$ cat src/rtl/ioctrl_host.sv
// ioctrl_host: host-side bus master for the I/O chip emulation.
// On each START rising edge it writes the held MODE nibble to chip address
// 0x08, pulses UPDATE, waits for the chip to settle, and burst-reads the
// nibble RAM into shadow registers. The shadows are then published on
// SNAP_A/SNAP_B together with a one-cycle VALID pulse.
// Optional feature macro: IOHOST_BANKB_EN. When defined, bank B
// (0x10-0x1F) is also read into SNAP_B. When undefined, only bank A is
// read and SNAP_B is tied to zero.
module ioctrl_host #(
  parameter int UPD_LEN = 2,
  parameter int SETTLE  = 4
) (
  input  logic        CLK,
  input  logic        RESET,
  input  logic        START,
  input  logic [3:0]  MODE,
  output logic        IO_EN,
  output logic        IO_WR,
  output logic [5:0]  IO_ADRS,
  output logic [7:0]  IO_WDATA,
  input  logic [7:0]  IO_RDATA,
  output logic        IO_UPDATE,
  output logic [63:0] SNAP_A,
  output logic [63:0] SNAP_B,
  output logic        VALID,
  output logic        BUSY,
  output logic        OVERRUN
);

`ifdef IOHOST_BANKB_EN
  localparam int NADDR = 32;
`else
  localparam int NADDR = 16;
`endif
  localparam int SHW = NADDR * 4;
  localparam logic [5:0] UPD_LAST    = 6'(UPD_LEN - 1);
  localparam logic [5:0] SETTLE_LAST = 6'(SETTLE - 1);
  localparam logic [5:0] ADR_LAST    = 6'(NADDR - 1);

  typedef enum logic [2:0] {
    S_IDLE, S_WMODE, S_UPD, S_WAIT, S_READ, S_DRAIN, S_DONE
  } state_t;

  state_t         state, state_nx;
  logic [5:0]     cnt, cnt_nx;
  logic           start_p1;
  logic           start_edge;
  logic [3:0]     mode_q;
  logic           load_mode;
  logic           capture;
  logic [5:0]     cap_slot;
  logic [SHW-1:0] shadow, shadow_nx;
  logic [63:0]    snap_a;
  logic           overrun_q;
  logic           unused_rdata_hi;

  // The chip only drives meaningful data on the low nibble.
  assign unused_rdata_hi = ^IO_RDATA[7:4];

  assign start_edge = START & ~start_p1;

  // Control state: FSM register, step counter, START history, sticky overrun.
  always_ff @(posedge CLK) begin
    if (RESET) begin
      state     <= S_IDLE;
      cnt       <= '0;
      start_p1  <= 1'b0;
      overrun_q <= 1'b0;
    end else begin
      state    <= state_nx;
      cnt      <= cnt_nx;
      start_p1 <= START;
      if (start_edge && (state != S_IDLE))
        overrun_q <= 1'b1;
    end
  end

  // Next-state and bus outputs. The read capture lags the address by one cycle.
  always_comb begin
    state_nx  = state;
    cnt_nx    = cnt;
    IO_EN     = 1'b0;
    IO_WR     = 1'b0;
    IO_ADRS   = '0;
    IO_UPDATE = 1'b0;
    load_mode = 1'b0;
    capture   = 1'b0;
    cap_slot  = '0;
    case (state)
      S_IDLE: begin
        if (start_edge) begin
          load_mode = 1'b1;
          state_nx  = S_WMODE;
        end
      end
      S_WMODE: begin
        IO_EN    = 1'b1;
        IO_WR    = 1'b1;
        IO_ADRS  = 6'h08;
        cnt_nx   = '0;
        state_nx = S_UPD;
      end
      S_UPD: begin
        IO_UPDATE = 1'b1;
        if (cnt == UPD_LAST) begin
          cnt_nx   = '0;
          state_nx = S_WAIT;
        end else begin
          cnt_nx = cnt + 6'd1;
        end
      end
      S_WAIT: begin
        if (cnt == SETTLE_LAST) begin
          cnt_nx   = '0;
          state_nx = S_READ;
        end else begin
          cnt_nx = cnt + 6'd1;
        end
      end
      S_READ: begin
        IO_EN    = 1'b1;
        IO_ADRS  = cnt;
        capture  = (cnt != 6'd0);
        cap_slot = cnt - 6'd1;
        if (cnt == ADR_LAST) begin
          cnt_nx   = '0;
          state_nx = S_DRAIN;
        end else begin
          cnt_nx = cnt + 6'd1;
        end
      end
      S_DRAIN: begin
        capture  = 1'b1;
        cap_slot = ADR_LAST;
        state_nx = S_DONE;
      end
      S_DONE: begin
        state_nx = S_IDLE;
      end
      default: begin
        state_nx = S_IDLE;
      end
    endcase
  end

  // Shadow image with the current cycle's nibble merged in.
  always_comb begin
    shadow_nx = shadow;
    for (int i = 0; i < NADDR; i++) begin
      if (capture && (cap_slot == 6'(i)))
        shadow_nx[i*4 +: 4] = IO_RDATA[3:0];
    end
  end

`ifdef IOHOST_BANKB_EN
  logic [63:0] snap_b;
  assign SNAP_B = snap_b;
`else
  assign SNAP_B = '0;
`endif

  // Held mode, shadow capture, and snapshot publish. The publish uses the
  // merged image so the final nibble is visible together with VALID.
  always_ff @(posedge CLK) begin
    if (RESET) begin
      mode_q <= '0;
      shadow <= '0;
      snap_a <= '0;
`ifdef IOHOST_BANKB_EN
      snap_b <= '0;
`endif
    end else begin
      if (load_mode)
        mode_q <= MODE;
      if (capture)
        shadow <= shadow_nx;
      if (state == S_DRAIN) begin
        snap_a <= shadow_nx[63:0];
`ifdef IOHOST_BANKB_EN
        snap_b <= shadow_nx[127:64];
`endif
      end
    end
  end

  assign IO_WDATA = IO_WR ? {4'h0, mode_q} : 8'h00;
  assign SNAP_A   = snap_a;
  assign VALID    = (state == S_DONE);
  assign BUSY     = (state != S_IDLE);
  assign OVERRUN  = overrun_q;

endmodule

$ cat config.mk
export PLATFORM = sky130hd
export DESIGN_NAME = ioctrl_host
export DESIGN_NICKNAME = d
export VERILOG_FILES = /design/src/rtl/ioctrl_host.sv
export SDC_FILE = /design/constraint.sdc
export NUM_CORES = 1
export LEC_CHECK = 0
export ABC_CLOCK_PERIOD_IN_PS = 3580
export BUFFER_PORTS_ARGS = -buffer_cell sky130_fd_sc_hd__buf_2
export CAP_MARGIN = 20
export CORE_MARGIN = 2
export CORE_UTILIZATION = 35
export DETAILED_ROUTE_END_ITERATION = 7
export GPL_TIMING_DRIVEN = 1
export PLACE_DENSITY = 0.61
export SKIP_CTS_REPAIR_TIMING = 1
export SYNTH_ARGS = -nofsm -noshare
export SYNTH_HDL_FRONTEND = slang
export SYNTH_SLANG_ARGS = --single-unit
$ cat constraint.sdc
create_clock -name CLK -period 3.58 [get_ports CLK]
set_input_delay 0 -clock CLK [delete_from_list [all_inputs] [get_ports CLK]]
set_output_delay 0 -clock CLK [all_outputs]
set_load 0.005 [all_outputs]
## After elaboration in Yosys (flattened, before gate mapping)

Index checks and enable logic that the tools add are counted.
Widths: inputs -> output; s select.

- Word-level logic and storage cells: 97
- Register bits: 143
- Output and inout port bits: 148

- Equal/unequal tests: 28
- Reductions and logical operators: 24
- Bitwise operators: 2
- Muxes and demuxes: 34
- Add/sub/neg operators: 2

Operator list:

| cell | count |
|---|---|
| $mux 4 | 17 |
| $eq 6x4->1 const B | 9 |
| $eq 6x3->1 const B | 4 |
| $pmux 6 s2 | 2 |
| $pmux 6 s4 | 1 |
| $eq 6x2->1 const B | 3 |
| $mux 6 | 3 |
| $pmux 3 s6 | 1 |
| $logic_and 1x1->1 | 17 |
| $eq 6x1->1 const B | 2 |
| $mux 3 | 4 |
| $eq 3x3->1 const B | 3 |
| $ne 2x2->1 const B | 4 |
| $add 6x1->6 const B | 1 |
| $eq 3x2->1 const B | 2 |
| $logic_not 6->1 | 1 |
| $reduce_bool 6->1 | 1 |
| $sub 6x1->6 const B | 1 |
| $mux 1 | 5 |
| $reduce_and 4->1 | 1 |
| $reduce_bool 4->1 | 1 |
| $eq 3x1->1 const B | 1 |
| $logic_not 3->1 | 1 |
| $reduce_bool 3->1 | 1 |
| 4 further kinds | 4 |

## Longest topological paths before layout

- Word-level depth: 5
- Gate-level depth with buffers: 9

## Least setup slack after synthesis

Ideal clock, no wire load.

- Path type: register -> register
- Start: reg cnt[0]
- End: reg shadow[16]
- Arrival: 2175 ps
- Path slack: 1272 ps
- Stages on the path, launching flop included: 10
- Period minus slack after synthesis: 2308 ps
- Required time: 3448 ps
- Cells stage by stage: dfxtp_1 > buf_2 > inv_1 > ha_1 > or4bb_1 > o311ai_2 > and2_4 > buf_12 > nand4_4 > mux2i_1

- Longest elaborated chain between the ends: 5
- Elaborated cells between the ends (all ways): 7
- Those cells by class: 1 x add/sub; 1 x eq/ne; 3 x mux; 2 x reduce/logical

RTL lines:

| item | RTL line | source |
|---|---|---|
| start: declaration | 45 | `logic [5:0] cnt, cnt_nx;` |
| start signal: assignment | 71 | `cnt <= cnt_nx;` |
| $sub 6x1->6 | 124 | `cap_slot = cnt - 6'd1;` |
| $pmux 6 s2 | 89 | `case (state)` |
| $eq 6x3->1 | 150 | `if (capture && (cap_slot == 6'(i)))` |
| $logic_and 1x1->1 | 150 |  |
| $mux 4 | 150 |  |
| end signal: assignment | 176 | `shadow <= shadow_nx;` |
| end: declaration | 52 | `logic [SHW-1:0] shadow, shadow_nx;` |

Parallel ways exist; a longest one is shown, timed or not.
A chain may end at the register's enable or synchronous reset.

## Worst setup path after layout

- Start: reg cnt[0]
- End: reg shadow[0]

- Longest elaborated chain between the ends: 5
- Elaborated cells between the ends (all ways): 7
- Those cells by class: 1 x add/sub; 3 x mux; 3 x reduce/logical

RTL lines:

| item | RTL line |
|---|---|
| $sub 6x1->6 | 124 |
| $pmux 6 s2 | 89 |
| $logic_not 6->1 | 150 |
| $logic_and 1x1->1 | 150 |
| $mux 4 | 150 |

Parallel ways exist; a longest one is shown, timed or not.

==> results.py <==
metrics = {
    "global_routing": {
        "grt_max_degree": 73,
        "grt_busiest_layer": "met2",
        "grt_pass1_wl_microns": 22300,
        "met1_usage": 0.190,
        "track_usage": 0.144,
        "grt-ovfl-total": 0,
        "antenna_found_initial": 0,
        "met3_usage": 0.0394,
        "use_met2": 0.225,
        "grt_pass1_vias": 4294,
    },
    "cts": {
        "clk_pin_slew_ps": 60,
        "cts_buffer_depth": 2,
        "cts_sinks": 139,
        "cts_tree": "done",
        "root_buffer": "clkbuf_16",
        "numCtsBuffers": 17,
        "insertion_delay_ps": 420,
        "cts_htree_levels": 4,
    },
    "sta": {
        "hold_slack_ps": 84.2,
        "fin_crit_sh": 0.781,
        "setup_viol": 0,
        "hold_viol": 0,
        "fin_crit_ps": 2790,
        "rsz0062_at_grt": "false",
        "setup_tns_ps": 0,
        "worst_slew_pin_slew_ps": 803,
        "drv_slew": 0,
        "slew_headroom": 0.465,
        "fmax_mhz": 358,
        "finClkSkew_ps": 11.0,
    },
    "synth": {
        "synth.area.top_cells": "dfxtp_1, mux2i_1, buf_4",
        "synthCells": 700,
        "synth_top_area_frac": 0.438,
        "synth_top_area_cell": "dfxtp_1",
        "ys_warn_count": 0,
        "syn_avg_cell_area_sq_um": 9.09,
        "ys_seq_area_frac": 0.438,
        "synth_most_common_cell": "dfxtp_1",
        "synthDistinctLibCells": 59,
        "synthAdderAreaFrac": 0.00787,
        "synth_edf_count": 0,
        "synthArstFlopShare": 0,
        "syn_area_sq_um": 6360,
        "synth-simple-area-share": 0.242,
        "synth_top_family_by_area": "simple AND/OR/NAND/NOR gates",
        "ys.flop_type": "dfxtp_1",
        "synth-compound-area-share": 0.105,
        "synth_seq_cells": 139,
        "synth_mux_area_frac": 0.0897,
        "ys_top_cells_by_count": "dfxtp_1, nand2_1, a21oi_1, buf_4, nand2b_1",
        "synth_xor_area_frac": 0.00138,
    },
    "power": {
        "ir_worst_vdd_mv": 0.328,
        "pwr-share-comb": 0.126,
        "p_per_area_nw_per_um2": 512,
        "netSwitchingFraction": 0.273,
        "intPower_mw": 2.72,
        "clockPowerShare": 0.437,
        "sequentialPowerShare": 0.437,
        "p_switching_mw": 1.02,
        "finalPower_mw": 3.74,
        "power_leakage_nw": 3.28,
    },
    "worst_setup_path": {
        "endpoint": "shadow[0]",
        "r2r-start": "cnt[0]",
        "ff2ff_path_depth": 6,
        "path_max_fanout": 15,
        "rr_endpoint": "shadow[0]",
        "worstSetupPathType": "flop to flop",
        "r2r_slack_ps": 790,
        "worstSetupStartpointType": "flop",
        "end_kind": "flop",
        "critPathArrivalTime_ps": 3050,
        "cp-startpoint": "cnt[0]",
        "worstPathRequired_ps": 3840,
    },
    "finish": {
        "drive_gt1_frac": 0.196,
        "final_cells": 1016,
        "multiInputGateArea_sq_um": 3090,
        "syn_to_final_growth_pct": 14.8,
        "fillers": 1828,
        "register_area_sq_um": 2780,
        "n_antenna_cell": 0,
        "nets": 794,
    },
    "die": {
        "initial_core_util": 0.355,
        "dieArea_sq_um": 19300,
        "fp.dieH_microns": 139,
        "dieWidth_microns": 139,
        "rows": 49,
        "core_area_sq_um": 17900,
        "ios": 163,
    },
    "placed_design": {
        "dpl.hpwl_microns": 8700,
        "dp_cells": 976,
        "place_congestion": 0.729,
        "io_buffers": 90,
    },
    "detailed_routing": {
        "drc": 0,
        "antenna_left": 0,
        "routed_via_density": 4.60,
        "drt_iter0_markers": 217,
        "dr_total_vias": 4669,
        "drt_wl_total_microns": 13800,
        "firstDrtPassIters": 4,
        "wire_per_inst_microns": 13.6,
    },
    "run": {
        "maxCapViolCount": 0,
    },
    "hold_path": {
        "hold_class": "input port to flop",
    },
    "outcome": {
        "status": "finished clean",
    },
}
-- power by group through the flow --
stage	Clock [mW]	Sequential, mW	Combinational [mW]
after CTS	1.69	1.63	0.463
final	1.64	1.63	0.471
after floorplan	0	1.63	0.461
after global placement	0	1.67	0.461
after detailed placement	0	1.67	0.462
after global routing	1.75	1.64	0.512
-- registers in the layout, indices dropped and copies added (netlist names) --
signal	count
shadow	60
start_p1	1
OVERRUN	1
cnt	6
SNAP_A	64
mode_q	4
state	3
-- critical path, stage by stage (launching register included) --
cell and delay, ps:
dfxtp_1 640, inv_1 250, ha_1 350, o311ai_2 530
and2_4 410, nand4_2 250, mux2i_1 190
-- worst min-delay path by stage --
stage                     cells after the start   from          to
after floorplan                               1  START    start_p1
after global placement                        2  START    start_p1
after detailed placement                      2  START    start_p1
after CTS                                     2  START    start_p1
after global routing                          2  RESET   mode_q[3]
final                                         2  RESET  shadow[13]
-- layout make-up --
cell class	instances	share of cell area
clock buffer	20	0.0612
clock inverter	11	0.0134
inverter	3	0.00154
multi-input combinational	511	0.424
sequential	139	0.381
tap	229	0.0392
timing repair buffer	103	0.0802
-- through the flow --
step | utilization | worst slack (ps) | instance area [sq um]
2_1_floorplan | - | 1270 | 6610
3_3_place_gp | 0.373 | 847 | 6670
3_5_place_dp | 0.373 | 804 | 6670
4_1_cts | 0.403 | 791 | 7210
5_1_grt | 0.408 | 612 | 7300
6_report | 0.408 | 786 | 7300
-- cell families after synthesis --
kind of cell | Yosys count
and+or+nand+nor | 276
xor gates and xnor gates | 1
adders and majority gates | 4
other | 1
DFF | 139
muxes | 57
buffers and inverters | 117
AOI/OAI and AO/OA | 105
-- cells in the final DEF, fill, tap and decap left out, types with 9 or more instances in the layout --
cell | netlist | routed
nor2_1 | 19 | 19
conb_1 | 1 | 68
mux2i_1 | 57 | 57
nand2_1 | 135 | 134
clkbuf_16 | 0 | 17
dlygate4sd3_1 | 0 | 9
dfxtp_1 | 139 | 139
buf_2 | 2 | 89
nand3b_1 | 10 | 10
nand2b_1 | 58 | 58
a21oi_1 | 69 | 69
-- per-layer routing --
metal  part of all wire  vias up
met3              0.053       16
met5                  0        -
li1                   -     2360
met1               0.47     2172
met2               0.46      121
met4              0.015        0
Note: power is estimated with default switching activity, not from simulation.
